--- config.mk ---
export PLATFORM = sky130hd
export DESIGN_NAME = qam_mapper_param
export DESIGN_NICKNAME = d
export VERILOG_FILES = /design/src/rtl/qam_mapper_param.sv
export SDC_FILE = /design/constraint.sdc
export NUM_CORES = 1
export LEC_CHECK = 0
export ABC_AREA = 1
export CAP_MARGIN = 5
export CORE_AREA = 3 3 66 68
export DETAILED_ROUTE_END_ITERATION = 10
export DIE_AREA = 0 0 69 71
export GPL_TIMING_DRIVEN = 1
export HOLD_SLACK_MARGIN = 0.08
export PLACE_DENSITY = 0.7
export SLEW_MARGIN = 20
export SYNTH_ARGS = -nofsm -noshare
export SYNTH_HDL_FRONTEND = slang
export SYNTH_SLANG_ARGS = --single-unit
--- constraint.sdc ---
create_clock -name clk -period 3.9 [get_ports clk]
set_clock_uncertainty 0.1 [all_clocks]
set_input_delay 0.585 -clock clk [delete_from_list [all_inputs] [get_ports clk]]
set_output_delay 0.585 -clock clk [all_outputs]
set_load 0.05 [all_outputs]
--- src/rtl/qam_mapper_param.sv ---
// qam_mapper_param: serial bits to Gray-coded BPSK/QPSK/16QAM I/Q with valid/ready; 64QAM when QAM_MAPPER_64QAM_EN is defined
module qam_mapper_param #(
    parameter int OUT_W = 16
) (
    input  logic                    clk,
    input  logic                    rst,
    input  logic [1:0]              mode,
    input  logic                    din_valid,
    input  logic                    din_bit,
    input  logic                    din_last,
    output logic                    din_ready,
    output logic                    out_valid,
    input  logic                    out_ready,
    output logic signed [OUT_W-1:0] out_re,
    output logic signed [OUT_W-1:0] out_im,
    output logic                    out_last
);
`ifdef QAM_MAPPER_64QAM_EN
    localparam int SW = 6;
`else
    localparam int SW = 4;
`endif
    logic [2:0]    bit_cnt, last_idx;
    logic [1:0]    mode_q, mode_in, m, i_g, q_g;
    logic [SW-1:0] buffer, s;
    logic          fin, accept, i_s, q_s;

    function automatic logic signed [OUT_W-1:0] lvl(input logic [1:0] md, input logic sg, input logic [1:0] g);
        logic [15:0] c;
        c = (md == 2'd0) ? 16'd16384 : (md == 2'd1) ? 16'd11585 : (g >= 2'd2) ? 16'd5181 : 16'd15543;
`ifdef QAM_MAPPER_64QAM_EN
        if (md == 2'd3) c = (g == 2'd2) ? 16'd2528 : (g == 2'd3) ? 16'd7584 : (g == 2'd1) ? 16'd12641 : 16'd17697;
`endif
        c = c >> (16 - OUT_W);
        lvl = sg ? c[OUT_W-1:0] : -c[OUT_W-1:0];
    endfunction

`ifdef QAM_MAPPER_64QAM_EN
    assign mode_in = mode;
`else
    assign mode_in = (mode == 2'd3) ? 2'd2 : mode;
`endif
    assign m = (bit_cnt == 3'd0) ? mode_in : mode_q;
    assign last_idx = (m == 2'd0) ? 3'd0 : (m == 2'd1) ? 3'd1 : (m == 2'd2) ? 3'd3 : 3'd5;
    assign fin = din_last || bit_cnt == last_idx;
    assign din_ready = !out_valid || out_ready || !fin;
    assign accept = din_valid && din_ready;
    // bit 0 lands in the MSB; unfilled positions stay zero, which pads a frame-last symbol
    assign s = buffer | ({din_bit, (SW-1)'(0)} >> bit_cnt);

    always_comb begin
        i_s = s[SW-1];
        i_g = {s[SW-2], s[SW-3]};
        q_s = (m == 2'd1) ? s[SW-2] : s[SW-3];
        q_g = {s[SW-4], 1'b0};
`ifdef QAM_MAPPER_64QAM_EN
        if (m == 2'd3) begin
            i_g = s[4:3];
            q_s = s[2];
            q_g = s[1:0];
        end
`endif
    end

    always_ff @(posedge clk) begin
        if (!rst) begin
            bit_cnt   <= '0;
            buffer    <= '0;
            mode_q    <= '0;
            out_valid <= 1'b0;
            out_re    <= '0;
            out_im    <= '0;
            out_last  <= 1'b0;
        end else begin
            if (out_ready) out_valid <= 1'b0;
            if (accept) begin
                if (bit_cnt == 3'd0) mode_q <= mode_in;
                if (fin) begin
                    bit_cnt   <= '0;
                    buffer    <= '0;
                    out_valid <= 1'b1;
                    out_re    <= lvl(m, i_s, i_g);
                    out_im    <= (m == 2'd0) ? '0 : lvl(m, q_s, q_g);
                    out_last  <= din_last;
                end else begin
                    bit_cnt <= bit_cnt + 3'd1;
                    buffer  <= s;
                end
            end
        end
    end
endmodule

* Yosys cells after proc, flatten, opt, wreduce, memory -nomap -nowiden *
Cells that the tools add are included.

storage, ports and cells
  flip-flop bits (word level) = 43
  latch bits = 0
  memory bits (writable) = 0
  ROM bits = 0
  output and inout bits = 35
  memories = 0

cells by class
  $add $sub $neg = 3
  $mul = 0
  divide/modulo/power cells = 0
  magnitude comparators = 2
  eq/ne operators = 4
  shifts and indexed selects = 1
  multiplexer cells = 20
  bitwise operators = 1
  reductions and logical operators = 9

operator list
  cell                                                      number
  two-way mux 14 bit                                        4
  two-way mux 16 bit                                        3
  negator 15 -> 16 bit                                      2
  two-way mux 15 bit                                        2
  two-way mux 3 bit                                         4
  equality test 2 bit, second input constant                2
  greater-or-equal comparator 2 bit, second input constant  2
  two-way mux 1 bit                                         4
  two-way mux 2 bit                                         2
  two-way mux 4 bit                                         1
  OR 4 bit                                                  1
  right shift 4 x 3 -> 4 bit                                1
  adder 3 x 1 -> 3 bit, second input constant               1
  equality test 3 bit                                       1
  zero test 3 bit                                           1
  logical OR 1 bit                                          3
  equality test 2 x 1 -> 1 bit, second input constant       1
  zero test 1 bit                                           2
  zero test 2 bit                                           1
  AND reduction 2 bit                                       1
  logical AND 1 bit                                         1

* Depth between registers and ports, before layout *
  word-level depth = 13
  gate-level depth with buffers = 18
  depth with buffers taken out = 17

* Least setup slack after synthesis *
Ideal clock, no wire load.

  kind = register to output
  from = register bit_cnt[1]
  to = output port din_ready
  arrival = 1489 ps
  setup slack = 1726 ps
  stages on the path, launching flop included = 13
  path buffers = 0
  cells stage by stage = dfxtp_1 > inv_1 > ha_1 > nand2_4 > nand2_2 > nand2_2 > nand2_2 > nand2_1 > nand2_1 > nand2_1 > nand2_2 > nand2_4 > nand2_4

on the way
  longest elaborated chain between the ends = 10

ends and longest elaborated chain
  what                             RTL line  text
  from (decl)                      23        logic [2:0] bit_cnt, last_idx;
  from (signal assigned)           86        bit_cnt <= bit_cnt + 3'd1;
  zero test 3 bit                  43        assign m = (bit_cnt == 3'd0) ? mode_in : mode_q;
  two-way mux 2 bit                --
  equality test 2 bit              44        assign last_idx = (m == 2'd0) ? 3'd0 : (m == 2'd1) ? 3'd1 : (m == 2'd2) ? 3'd3 : 3'd5;
  two-way mux 3 bit (3 in series)  44
  equality test 3 bit (*)          45        assign fin = din_last || bit_cnt == last_idx;
  logical OR 1 bit (*)             45
  zero test 1 bit (*)              46        assign din_ready = !out_valid || out_ready || !fin;
  logical OR 1 bit (*)             46
  to (decl)                        11        output logic din_ready,

Every way passes the cells marked *; elsewhere a longest branch is shown, timed or not.

* Worst setup path in the final report *
Same ends and word-level chain as after synthesis.

==> flow_summary.json <==
{
  "status": "finished, final reports clean",
  "grt_pass1_wl_um": 5750,
  "drive_above_1_share": 0.124,
  "cts_tree": "done",
  "place_ws_ps": 504,
  "synth_nets": 252,
  "postSynthCellCount": 242,
  "worst-path-buf-inv": 3,
  "final_core_util": 0.539,
  "fp.coreArea_um2": 3910,
  "grt_setup_unrepaired": "false",
  "drtIter0Drc": 66,
  "io_pins": 43,
  "grt_max_degree": 15,
  "hold_viol_final": 0,
  "period_share": 0.881,
  "layout_commonest_cell": "nand2_1",
  "grt.total_usage": 0.147,
  "synth.distinct_cells": 23,
  "fmax_ghz": 0.291,
  "setup_viol": 0,
  "cpMostUsedCell": "nand2_1",
  "dieArea_um2": 4900,
  "wl_um": 3570,
  "wl_per_cell_um": 11.0,
  "syn-cell-area_um2": 1680,
  "cp.arrival_ps": 2750,
  "yosysWarnings": 0,
  "port_buffers": 42,
  "initial_core_util": 0.428,
  "drt-pass1-iter-count": 4,
  "h-tree-depth": 2,
  "overflow": 0,
  "clock_sinks": 31,
  "crit_slowest_cell": "clkdlybuf4s50_1",
  "cts.reportedPaths.clkPinSlew_ps": 60,
  "maxCapViolations": 0,
  "worst_slew_pin_slew_ps": 643,
  "critPathMaxStageDelay_ps": 810,
  "ir_worst_vdd_v": 0.000269,
  "dieHeight_um": 71,
  "clk_latency_ps": 280,
  "vias": 1534,
  "ctsHoldBuffers": 0,
  "ys_ff_latch": 31,
  "drc_errors": 0,
  "finalWeightedCongestion": 0.889,
  "crit_family": "buffers and inverters",
  "nNetsFinal": 284,
  "powerDensity_nw_per_um2": 448,
  "worstSetupEndpointType": "output port",
  "postCtsSetupBuffers": 0,
  "worstPathMaxFanout": 7,
  "vias_per_cell": 4.73,
  "crit_chain": "inv_1 -> ha_1 -> inv_1 -> nor2_2 -> nand2_1 -> nand2_2 -> nand2_2 -> nand2_1 -> nand2_1 -> nand2_1 -> nand2_2 -> nand2_4 -> nand2_4 -> clkdlybuf4s50_1",
  "numCtsBuffers": 5,
  "grt_antenna_before_repair": 0,
  "hold_class": "reg -> reg",
  "cp.required_ps": 3210,
  "fin_ws_ps": 463,
  "setup_tns_ps": 0,
  "yosysSeqAreaShare": 0.370,
  "startpoint_type": "flip-flop",
  "area_growth_pct": 26.0,
  "die_w_um": 69,
  "maxSlewViolCount": 0,
  "period_minus_slack_ps": 3440,
  "fill_cells": 391,
  "layout_common_cells": "nand2_1 (65), clkdlybuf4s50_1 (42), dfxtp_1 (31), inv_1 (28), nor2_1 (24)",
  "drtAntennaViolNets": 0,
  "clock_path_buffers": 2,
  "syn_area_per_cell_um2": 6.92,
  "p_leak_nw": 0.984,
  "slew_headroom": 0.570,
  "num_rows": 23,
  "antenna_cells": 0,
  "critPathKind": "reg -> out",
  "cts_root_buf": "clkbuf_8",
  "ctsResizeCount": 0,
  "hpwl_um": 2680,
  "grt_pass1_vias": 1338
}
-- worst paths after layout --
check,startpoint,endpoint,slack (ps),cells past startpoint
max,bit_cnt[1],din_ready,460,14
min,out_re[9],out_re[9],350,2
max reg2reg,bit_cnt[1],out_last,1540,16
min reg2reg,out_re[9],out_re[9],350,2
-- synthesized netlist by cell type --
| master | number | area share |
|---|---|---|
| a21oi_1 | 13 | 0.039 |
| buf_4 | 13 | 0.058 |
| buf_6 | 3 | 0.020 |
| clkbuf_1 | 1 | 0.0022 |
| dfxtp_1 | 31 | 0.37 |
| ha_1 | 2 | 0.015 |
| inv_1 | 28 | 0.063 |
| inv_2 | 1 | 0.0022 |
| inv_4 | 1 | 0.0037 |
| inv_6 | 1 | 0.0052 |
| nand2_1 | 65 | 0.15 |
| nand2_2 | 17 | 0.063 |
| nand2_4 | 4 | 0.027 |
| nand3_1 | 15 | 0.045 |
| nand3_4 | 1 | 0.010 |
| nand3b_1 | 1 | 0.0045 |
| nand4_1 | 2 | 0.0075 |
| nand4_2 | 1 | 0.0075 |
| nor2_1 | 24 | 0.054 |
| nor2_2 | 1 | 0.0037 |
| nor3_1 | 3 | 0.0090 |
| o21ai_0 | 13 | 0.039 |
| xor2_1 | 1 | 0.0052 |
-- metrics by stage --
stage               std cells  hold WS [ps]  area [um^2]  total power, mW
floorplan                 242           329         1680            0.620
global placement          317           336         2020            0.697
detailed placement        317           339         2020            0.700
CTS                       324           352         2110            0.957
global route              324           367         2110            0.994
finish                    324           350         2110            0.946
-- sequential cells by signal (all words and copies together) (netlist names) --
| register | cells |
|---|---|
| buffer | 4 |
| out_valid | 1 |
| mode_q | 2 |
| bit_cnt | 3 |
| out_im | 9 |
| out_last | 1 |
| out_re | 11 |
-- where the power goes --
group / switching, mW / internal (mW)
clock network: 0.115 / 0.138
logic: 0.229 / 0.102
registers: 0.0181 / 0.344
total: 0.362 / 0.584
-- cell families (layout without fill, tap and decap cells) --
logic type | after synthesis | in the layout | synth area share
and+or+nand+nor | 134 | 134 | 0.377
buffers and inverters | 48 | 80 | 0.155
DFF | 31 | 31 | 0.370
AOI/OAI and AO/OA | 26 | 26 | 0.0777
adders and majority gates | 2 | 2 | 0.0149
xor gates and xnor gates | 1 | 1 | 0.00523
-- routing by layer --
layer,up-vias,global-route usage,part of all wire
met5,-,0,0
met2,49,0.230,0.45
met4,0,0.0868,0.027
li1,805,-,-
met3,9,0.0497,0.058
met1,671,0.177,0.47
-- layout make-up --
class / count / area, um^2 / share of cell area
sequential: 31 / 621 / 0.294
clock inverter: 1 / 5.00 / 0.00237
tap: 50 / 62.6 / 0.0296
inverter: 31 / 124 / 0.0587
multi-input combinational: 163 / 796 / 0.377
timing repair buffer: 42 / 420 / 0.199
clock buffer: 6 / 82.6 / 0.0391
-- worst min-delay path, stage by stage (launching register included) --
cell	delay, ps
dfxtp_1	310
nand2_1	60
nand2_1	40
Note: power is estimated with default switching activity, not from simulation.
